## src/rtl/router_fsm.sv

```systemverilog
// rtl/router_fsm.sv - 1x3 router control FSM
//
// Purpose:
//   Sequences the router's byte register/parity datapath and the write side of
//   the three output FIFOs. It decodes the header address and waits for the
//   destination FIFO to drain when needed. It also handles FIFO-full stalls and
//   per-port soft-reset (read timeout) aborts.
//
// Ports:
//   clk, rst                      clock, synchronous active-low reset
//   pkt_valid                     source is driving packet bytes
//   data_in[1:0]                  header address field, sampled in DECODE_ADDRESS
//   fifo_full                     full flag of the currently selected FIFO
//   fifo_empty_0/1/2              empty flags of the three FIFOs
//   soft_reset_0/1/2              read-timeout aborts of the three FIFOs
//   parity_done                   datapath has captured the parity byte
//   low_pkt_valid                 datapath saw pkt_valid fall while stalled
//   busy                          source must hold the current byte
//   detect_add/lfd_state/ld_state/laf_state/full_state
//                                 phase strobes for the datapath
//   write_enb_reg                 FIFO write enable
//   rst_int_reg                   clear internal parity in the datapath
//   state_o[2:0]                  current state encoding (debug)

module router_fsm #(
    parameter logic [1:0] INVALID_ADDR = 2'b11
) (
    input  logic       clk,
    input  logic       rst,
    input  logic       pkt_valid,
    input  logic [1:0] data_in,
    input  logic       fifo_full,
    input  logic       fifo_empty_0,
    input  logic       fifo_empty_1,
    input  logic       fifo_empty_2,
    input  logic       soft_reset_0,
    input  logic       soft_reset_1,
    input  logic       soft_reset_2,
    input  logic       parity_done,
    input  logic       low_pkt_valid,
    output logic       busy,
    output logic       detect_add,
    output logic       lfd_state,
    output logic       ld_state,
    output logic       laf_state,
    output logic       full_state,
    output logic       write_enb_reg,
    output logic       rst_int_reg,
    output logic [2:0] state_o
);

    typedef enum logic [2:0] {
        DECODE_ADDRESS     = 3'd0,
        LOAD_FIRST_DATA    = 3'd1,
        LOAD_DATA          = 3'd2,
        FIFO_FULL_STATE    = 3'd3,
        LOAD_AFTER_FULL    = 3'd4,
        LOAD_PARITY        = 3'd5,
        CHECK_PARITY_ERROR = 3'd6,
        WAIT_TILL_EMPTY    = 3'd7
    } state_t;

    state_t     r_state;
    state_t     w_next;
    logic [1:0] r_addr_q;
    logic       w_capture;
    logic [1:0] w_sel_addr;
    logic       w_empty_sel;
    logic       w_soft_sel;

    // A header is accepted only in DECODE_ADDRESS with a valid address.
    assign w_capture = (r_state == DECODE_ADDRESS) && pkt_valid &&
                       (data_in != INVALID_ADDR);

    // During the capture cycle the address is not yet registered, so the
    // live header field steers the empty/soft-reset selection.
    assign w_sel_addr = w_capture ? data_in : r_addr_q;

    always_comb begin
        w_empty_sel = 1'b0;
        w_soft_sel  = 1'b0;
        case (w_sel_addr)
            2'd0: begin
                w_empty_sel = fifo_empty_0;
                w_soft_sel  = soft_reset_0;
            end
            2'd1: begin
                w_empty_sel = fifo_empty_1;
                w_soft_sel  = soft_reset_1;
            end
            2'd2: begin
                w_empty_sel = fifo_empty_2;
                w_soft_sel  = soft_reset_2;
            end
            default: begin
                w_empty_sel = 1'b0;
                w_soft_sel  = 1'b0;
            end
        endcase
    end

    always_ff @(posedge clk) begin
        if (!rst) begin
            r_state  <= DECODE_ADDRESS;
            r_addr_q <= 2'd0;
        end else begin
            r_state <= w_next;
            if (w_capture) begin
                r_addr_q <= data_in;
            end
        end
    end

    always_comb begin
        w_next = r_state;
        if (w_soft_sel && (r_state != DECODE_ADDRESS)) begin
            // A read-timeout abort on the active port drops the packet.
            w_next = DECODE_ADDRESS;
        end else begin
            case (r_state)
                DECODE_ADDRESS: begin
                    if (w_capture) begin
                        w_next = w_empty_sel ? LOAD_FIRST_DATA : WAIT_TILL_EMPTY;
                    end
                end
                LOAD_FIRST_DATA: w_next = LOAD_DATA;
                LOAD_DATA: begin
                    if (fifo_full) begin
                        w_next = FIFO_FULL_STATE;
                    end else if (!pkt_valid) begin
                        w_next = LOAD_PARITY;
                    end
                end
                FIFO_FULL_STATE: begin
                    if (!fifo_full) begin
                        w_next = LOAD_AFTER_FULL;
                    end
                end
                LOAD_AFTER_FULL: begin
                    if (parity_done) begin
                        w_next = DECODE_ADDRESS;
                    end else if (low_pkt_valid) begin
                        w_next = LOAD_PARITY;
                    end else begin
                        w_next = LOAD_DATA;
                    end
                end
                LOAD_PARITY: w_next = CHECK_PARITY_ERROR;
                CHECK_PARITY_ERROR: begin
                    w_next = fifo_full ? FIFO_FULL_STATE : DECODE_ADDRESS;
                end
                WAIT_TILL_EMPTY: begin
                    if (w_empty_sel) begin
                        w_next = LOAD_FIRST_DATA;
                    end
                end
                default: w_next = DECODE_ADDRESS;
            endcase
        end
    end

    always_comb begin
        detect_add    = (r_state == DECODE_ADDRESS);
        lfd_state     = (r_state == LOAD_FIRST_DATA);
        ld_state      = (r_state == LOAD_DATA);
        laf_state     = (r_state == LOAD_AFTER_FULL);
        full_state    = (r_state == FIFO_FULL_STATE);
        rst_int_reg   = (r_state == CHECK_PARITY_ERROR);
        write_enb_reg = (r_state == LOAD_DATA) || (r_state == LOAD_PARITY) ||
                        (r_state == LOAD_AFTER_FULL);
        busy          = (r_state != DECODE_ADDRESS) && (r_state != LOAD_DATA);
        state_o       = r_state;
    end

endmodule

```

## config.mk

```make
export PLATFORM = sky130hd
export DESIGN_NAME = router_fsm
export DESIGN_NICKNAME = d
export VERILOG_FILES = /design/src/rtl/router_fsm.sv
export SDC_FILE = /design/constraint.sdc
export NUM_CORES = 1
export LEC_CHECK = 0
export CORE_MARGIN = 3
export CORE_UTILIZATION = 34
export CTS_CLUSTER_SIZE = 10
export DETAILED_ROUTE_END_ITERATION = 10
export MAX_ROUTING_LAYER = met4
export PLACE_DENSITY = 0.73
export SETUP_SLACK_MARGIN = 0.02
export SLEW_MARGIN = 25
export SYNTH_ARGS = -nofsm -noshare
export SYNTH_HDL_FRONTEND = slang
export SYNTH_SLANG_ARGS = --single-unit
```

## constraint.sdc

```tcl
create_clock -name clk -period 1.9 [get_ports clk]
set_clock_uncertainty 0.15 [all_clocks]
set_input_delay 0.285 -clock clk [delete_from_list [all_inputs] [get_ports clk]]
set_output_delay 0.285 -clock clk [all_outputs]
set_load 0.005 [all_outputs]
```

* After elaboration in Yosys (flattened, before gate mapping) *
Index checks and enable logic that the tools add are counted.

word-level totals
  output and inout bits = 11
  bits in registers = 5
  word-level logic and storage cells = 42
  input port bits = 14

cells by class
  muxes and demuxes = 13
  reduce and logical (&&, ||, !) cells = 11
  bitwise gates (word level) = 1
  equality and inequality tests = 15

operators with widths
  cell                                                 number
  two-way mux 3 bit                                    8
  case mux 3 bit (8 select lines)                      1
  equality test 3 bit, second input constant           4
  equality test 3 x 2 -> 1 bit, second input constant  2
  != test 2 bit, second input constant                 3
  case mux 1 bit (3 select lines)                      2
  logical AND 1 bit                                    4
  two-way mux 2 bit                                    2
  AND reduction 4 bit                                  1
  equality test 3 x 1 -> 1 bit, second input constant  1
  logical NOT 3 bit                                    1
  != test 3 x 2 -> 1 bit, second input constant        1
  != test 3 bit, second input constant                 1
  nonzero test 3 bit                                   1
  equality test 2 x 1 -> 1 bit, second input constant  1
  equality test 2 bit, second input constant           1
  logical NOT 2 bit                                    1
  logical OR 1 bit                                     2
  != test 2 x 1 -> 1 bit, second input constant        1
  OR reduction 2 bit                                   1
  inverter 1 bit                                       1

* Logic depth before layout (Yosys ltp) *
Gate-level depths: netlist of the first run.

  depth in word-level cells = 9
  gate-level depth with buffers = 5
  gate-level depth less buffers = 5

* Worst setup path before layout of the first run *
Ideal clock, no wire load.

  kind = reg-to-reg
  start point = register r_state[2] (netlist: state_o[2])
  end point = register r_state[1] (netlist: state_o[1])
  path slack = 70 ps
  data required time = 1690 ps
  stages on the path, launching flop included = 6
  library setup time = 60 ps
  buffers on the path = 0
  arrival time = 1620 ps
  clock period less this slack = 1830 ps
  cells stage by stage = dfxtp_1 or4b_4 o211ai_2 a31oi_1 a311oi_1 o311a_1

on the way
  longest elaborated chain between the ends = 9
  elaborated cells on any way between the ends = 27
  those cells by class = eq/ne: 13; mux: 6; reduce/logical: 8

RTL lines
  what                                               line     text
  from (decl)                                        63       state_t r_state;
  from (signal assigned)                             107      r_state <= w_next;
  logical NOT 3 bit                                  72, 120
  logical AND 1 bit (2 in a row)                     72       assign w_capture = (r_state == DECODE_ADDRESS) && pkt_valid &&
  two-way mux 2 bit                                  n/a
  equality test 2 bit, or another cell as far along  82       case (w_sel_addr)
  case mux 1 bit (3 select lines)                    82
  two-way mux 3 bit                                  123      w_next = w_empty_sel ? LOAD_FIRST_DATA : WAIT_TILL_EMPTY;
  two-way mux 3 bit                                  122      if (w_capture) begin
  case mux 3 bit (8 select lines)                    120      case (r_state)

Several ways; a longest one is shown, not always the timed one. The select of a mux whose other input is x is not followed.
A chain may end at the register's enable or synchronous reset.

* Worst setup path after layout of the first run *
  start point = register r_state[2] (netlist: state_o[2])
  end point = register r_state[2] (netlist: state_o[2])

Same word-level chain as after synthesis.

==> results of run 1 <==
power breakdown:
part           internal, mW  leakage (nW)  switching, mW
combinational         0.535         0.366          0.438
sequential            0.156        0.0428         0.0666
clock                0.0789        0.0150         0.0357
worst paths after layout:
check              startpoint     endpoint  depth (start not counted)
hold reg to reg   r_addr_q[1]  r_addr_q[1]                          1
setup reg to reg   state_o[2]   state_o[2]                          5
hold / removal    r_addr_q[1]  r_addr_q[1]                          1
setup / recovery   state_o[2]   state_o[2]                          5
state kept, by name (all words and copies together) (netlist names):
| signal | count |
|---|---|
| state_o | 3 |
| r_addr_q | 2 |
Yosys cell counts, types with 2 or more instances:
| cell type | instances | area, um2 |
|---|---|---|
| o211a_1 | 2 | 20.0 |
| clkbuf_1 | 3 | 11.3 |
| o21ai_0 | 3 | 15.0 |
| dfxtp_1 | 5 | 100 |
| nand2_1 | 3 | 11.3 |
| a21oi_1 | 5 | 25.0 |
| nor2b_1 | 4 | 25.0 |
| nor2_1 | 9 | 33.8 |
| nand2b_1 | 3 | 18.8 |
| inv_1 | 2 | 7.51 |
| nand3b_1 | 2 | 15.0 |
| nor3_1 | 2 | 10.0 |
| o22ai_1 | 3 | 18.8 |
| o221a_2 | 2 | 22.5 |
layout make-up:
cell class                      instances  area [um2]
Multi-Input combinational cell         55         402
Timing Repair Buffer                   40         360
Fill cell                              91         294
Sequential cell                         5         109
Clock buffer                            4        26.3
Tap cell                               14        17.5
Inverter                                2        7.51
metal layers:
| layer | track usage | up-vias | part of all wire |
|---|---|---|---|
| li1 | - | 335 | - |
| met1 | 0.248 | 318 | 0.42 |
| met2 | 0.346 | 28 | 0.53 |
| met3 | 0.0290 | 2 | 0.047 |
| met4 | 0.0783 | 0 | 0.0080 |
| met5 | - | - | 0 |
kinds of logic (layout without fill, tap and decap cells):
family                 count (synthesis)  after routing  synth area share
AOI/OAI and AO/OA                     24             24             0.376
buffers and inverters                  5             46            0.0392
DFF                                    5              5             0.209
muxes                                  1              1            0.0209
and+or+nand+nor                       30             30             0.355
timing repair:
| action | CTS | global route |
|---|---|---|
| pin swaps | 3 | 1 |
| gates resized for setup | 25 | 2 |
| endpoints found under the setup margin | 11 | 3 |
| buffers inserted | 0 | 1 |
worst register-to-register path, cell delays in order (launching register included):
cell and delay (ns):
dfxtp_2 0.34, or4b_4 0.58, o211ai_2 0.16, a31oi_1 0.11
a311oi_2 0.25, o211a_1 0.20
through the flow:
step                hold WS [ns]  utilization  power (mW)
floorplan                  0.266            -       0.604
global placement           0.457        0.689        1.07
detailed placement         0.457        0.689        1.10
CTS                        0.467        0.745        1.27
global route               0.492        0.758        1.41
finish                     0.474        0.758        1.31
==> results.md, run 1 <==
* Max Slew Vio Count at 0
* P per Cell Area at between 1000 and 1500 nW/um2
* WP buf/inv at 0
* GP Congestion at between 0.8 and 0.9
* CP Cell Sequence: or4b_4 > o211ai_2 > a31oi_1 > a311oi_2 > o211a_1
* Clock Latency Late Sink at 0.23 ns
* Final count of hold timing violations at 0
* Cell leakage power at around 0.42 nW
* Synth-to-Final Area Change at 92.4%
* Status: finished clean
* Routed len/inst at around 16 um
* CTS Buffer Depth at 2
* # diodes at 0
* Vias at slightly below 700
* Die area at 1900 um2
* Iter 0 DRT Violations at 12
* Peak supply drop at 0.854 mV
* Share of layout cells above drive strength 1 at 0.330
* Initial antenna violation count at 0
* Largest net degree at the start of global routing at 12
* Synth cell types at 31
* Fin crit period at ~1.9 ns
* Number of global-route vias before repair at about 660
* Ys async rst share at 0
* Register area share after synthesis at 0.209
* Dpl cells at 115
* Antenna-violating nets left at 0
* Reg2reg setup slack at 0.05 ns
* Core area at about 1200 um2
* Final net count at 121
* Ys Warns at 0
* Grt total ovfl at 0
* First-pass GRT wire length at around 3000 um
* Hold_buf cts at 0
* Mapped Area at 479 um2
* Crit. End Element: flip-flop
* Drt via density at roughly 5.7
* CP Max Fanout at 4
* Die W at between 40 and 50 um
* Max stage delay cell, worst path: or4b_4
* Pre-CTS setup slack at -0.410 ns
* Initial core utilization at 0.394
* CTS tree: yes
* Crit Path Class: flip-flop to flip-flop
* Die Height at roughly 44 um
* Max_slew headroom at 0.824
* CTS buffer count at 3
* Post-DP Area at around 840 um2
* DR pass1 iterations at 4
* Max Fclk at 540 MHz
* Syn nets at 79
* Post-synth EDFFs at 0
* Row count at 12
* Number of max-cap violations at 0
* Commonest cells after routing, fill and taps aside: clkdlybuf4s50_1 (15), buf_4 (13), dlygate4sd2_1 (9)
* Average cell area after synthesis at approximately 7.4 um2
* Port Buf Inserts at 24
* Num ports at 25
* Final Cell Area at around 920 um2
* Unrepaired setup endpoints after global routing: yes
* Crit path max-delay family: compound AO/OA/AOI/OAI gates
* Post-synthesis register bit count at 5
* Worst path required time at roughly 1.9 ns
* Setup crit start kind: flip-flop
* CTS root buf: clkbuf_4
* Worst-path clk slew at 0.04 ns
* Detailed placer's ending HPWL at 1360 um
* Final period util at 0.974
* Non-Filler Instances at 120
* Worst hold path type: flip-flop to flip-flop
* Commonest non-fill, non-tap cell in the layout: clkdlybuf4s50_1
* Gr usage total at 0.207
* Worst stage delay on the critical path at 0.58 ns
* # H-tree levels at 1
* Syn Inst Count at 65
* DRC Markers at 0
* Ys flop type: dfxtp_1
* DRT Wirelength at 1870 um
* WP data arrival at approximately 1.9 ns
* Worst-Margin Slew at 0.261 ns
* Final worst slack at a little under 0.05 ns
* Clock sinks at 5
* Final setup fails at 0
* Setup tns final at 0 ns
Note: power is estimated with default switching activity, not from simulation.
==> run 2: changes to the inputs <==
PLACE_DENSITY = 0.78   (was 0.73)
SKIP_CTS_REPAIR_TIMING = 1   (was not set)
==> run 2 against run 1 <==
  * The run now ends with negative setup slack left
  * Worst hold slack improved by 0.0013 ns
  * Flip-flop and latch count did not move
  * Sequential share of layout area fell by 0.20 points
  * Combinational power rose by 6%
  * First-iteration DRC count fell by 17%
  * Non-clock buffer count fell by 1
  * Via count fell by 2.6%
  * Largest power group unchanged
==> results.md, run 2 (synthesized netlist as in run 1, its figures left out) <==
* Drt via density at 5.59 (-1.8%)
* CTS buffer count at 3 (unchanged)
* Grt total ovfl at 0 (unchanged)
* Max Slew Vio Count at 0 (unchanged)
* First-pass GRT wire length at 2610 um (-12%)
* WP data arrival at 1.53 ns (-0.34 ns)
* Core area at 1220 um2 (unchanged)
* Crit path max-delay family: buffers and inverters
* Final net count at 120 (-0.83%)
* Unrepaired setup endpoints after global routing: yes
* Max_slew headroom at 0.830 (+0.00543)
* Routed len/inst at 14.5 um (-6.7%)
* Max stage delay cell, worst path: clkdlybuf4s50_1
* CTS root buf: clkbuf_4
* CP Depth at 4 (-1)
* Die W at 43.5 um (unchanged)
* GP Congestion at 0.798 (-3.3%)
* Peak supply drop at 0.844 mV (-1.2%)
* # H-tree levels at 1 (unchanged)
* Cell leakage power at 0.515 nW (+22%)
* Final setup fails at 1 (+1)
* CTS Buffer Depth at 2 (unchanged)
* Number of max-cap violations at 0 (unchanged)
* Final worst slack at -0.0642 ns (-0.113 ns)
* Hold depth at 1 (unchanged)
* DRT Wirelength at 1730 um (-7.4%)
* Final period util at 1.03 (+0.0595)
* Die Height at 43.5 um (unchanged)
* Initial antenna violation count at 0 (unchanged)
* CP Cell Sequence: buf_6 > nor3_4 > buf_6 > clkdlybuf4s50_1
* Iter 0 DRT Violations at 10 (-2)
* Detailed placer's ending HPWL at 1290 um (-5.2%)
* Final Cell Area at 938 um2 (+1.8%)
* Port Buf Inserts at 24 (unchanged)
* Share of layout cells above drive strength 1 at 0.295 (-0.0350)
* Dpl cells at 112 (-2.6%)
* WP buf/inv at 3 (+3)
* Gr usage total at 0.176 (-0.0312)
* Commonest cells after routing, fill and taps aside: clkdlybuf4s50_1 (16), buf_4 (12), nor2_1 (8), dlymetal6s2s_1 (8), a21oi_1 (5)
* Num ports at 25 (unchanged)
* Synth-to-Final Area Change at 95.8%
* Commonest non-fill, non-tap cell in the layout: clkdlybuf4s50_1
* Fin crit period at 1.96 ns (+0.113 ns)
* Max FFs per register at 3 (unchanged)
* Non-Filler Instances at 119 (-0.83%)
* Crit Path Class: flip-flop to output port
* Worst-path clk slew at 0.04 ns (about the same)
* Row count at 12 (unchanged)
* # diodes at 0 (unchanged)
* Die area at 1900 um2 (unchanged)
* Antenna-violating nets left at 0 (unchanged)
* Worst stage delay on the critical path at 0.49 ns (-0.09 ns)
* Failing checks: negative setup slack
* Vias at 665 (-2.6%)
* Initial core utilization at 0.394 (unchanged)
* Max Fclk at 509 MHz (-5.8%)
* Clock Latency Late Sink at 0.23 ns (about the same)
* DR pass1 iterations at 4 (unchanged)
* Setup crit start kind: flip-flop
* Post-DP Area at 816 um2 (-2.7%)
* Worst-Margin Slew at 0.255 ns (-0.00539 ns)
* CP Max Fanout at 14 (+10)
* Clock sinks at 5 (unchanged)
* Worst Reg-to-Reg Cells at 6 (+1)
* P per Cell Area at 1450 nW/um2 (+2.2%)
* Final count of hold timing violations at 0 (unchanged)
* Crit. End Element: output port
* CTS tree: yes
* Largest net degree at the start of global routing at 15 (+3)
* DRC Markers at 0 (unchanged)
* Status: complete, but fails checks
* CP dominant cell by count: buf_6
* Worst hold path type: flip-flop to flip-flop
* Number of global-route vias before repair at 621 (-5.3%)
* Worst path required time at 1.46 ns (-0.46 ns)
* Core Util, Final at 0.772 (+0.0134)
run 2: cell count changes in the layout (fill, tap and decap cells not counted), sizes merged:
cell	delta
dlygate4sd2	-9
dlymetal6s2s	+8
buf	-1
clkdlybuf4s50	+1
run 2: where the power goes:
part	internal [mW]	switching [mW]	total, mW
Combinational	0.599	0.427	1.03
Clock	0.0791	0.0389	0.118
Sequential	0.156	0.0637	0.220
Total	0.834	0.530	1.36
run 2: final timing paths:
check	from	endpoint	slack (ns)
setup / recovery	state_o[0]	detect_add	-0.06
hold / removal	r_addr_q[1]	r_addr_q[1]	0.47
setup reg to reg	state_o[0]	state_o[1]	0.05
hold reg to reg	r_addr_q[1]	r_addr_q[1]	0.47
run 2: cell type report:
cell class,count,area (um2)
Tap cell,14,17.5
Inverter,2,7.51
Fill cell,84,278
Clock buffer,4,26.3
Timing Repair Buffer,39,384
Sequential cell,5,109
Multi-Input combinational cell,55,394
run 2: worst reg2reg max path, stage by stage (launching register included):
cell	delay [ns]
dfxtp_4	0.35
buf_4	0.14
nor4b_2	0.28
nand2_1	0.11
a32o_1	0.28
a311oi_2	0.29
o311a_1	0.18
run 2: layer usage:
metal | GRT usage | share of wire | vias to the layer above
met2 | 0.276 | 0.52 | 12
li1 | - | - | 334
met1 | 0.240 | 0.44 | 315
met5 | - | 0 | -
met3 | 0.0249 | 0.018 | 4
met4 | 0.0301 | 0.016 | 0
run 2: stage by stage:
stage | setup TNS [ns] | worst slack [ns] | total power, mW | hold WS, ns
4_1_cts | -1.30 | -0.208 | 1.19 | 0.466
6_report | -0.0642 | -0.0642 | 1.36 | 0.475
5_1_grt | -0.170 | -0.127 | 1.46 | 0.483
3_5_place_dp | -0.968 | -0.406 | 1.07 | 0.452
3_3_place_gp | -0.824 | -0.348 | 1.05 | 0.458
2_1_floorplan | 0 | 0.0700 | 0.604 | 0.266
==> run 3: changes to the inputs <==
SLEW_MARGIN = not set   (was 25)
==> results of run 3 <==
The final DEF is identical to that of run 2; final timing and power are the same.
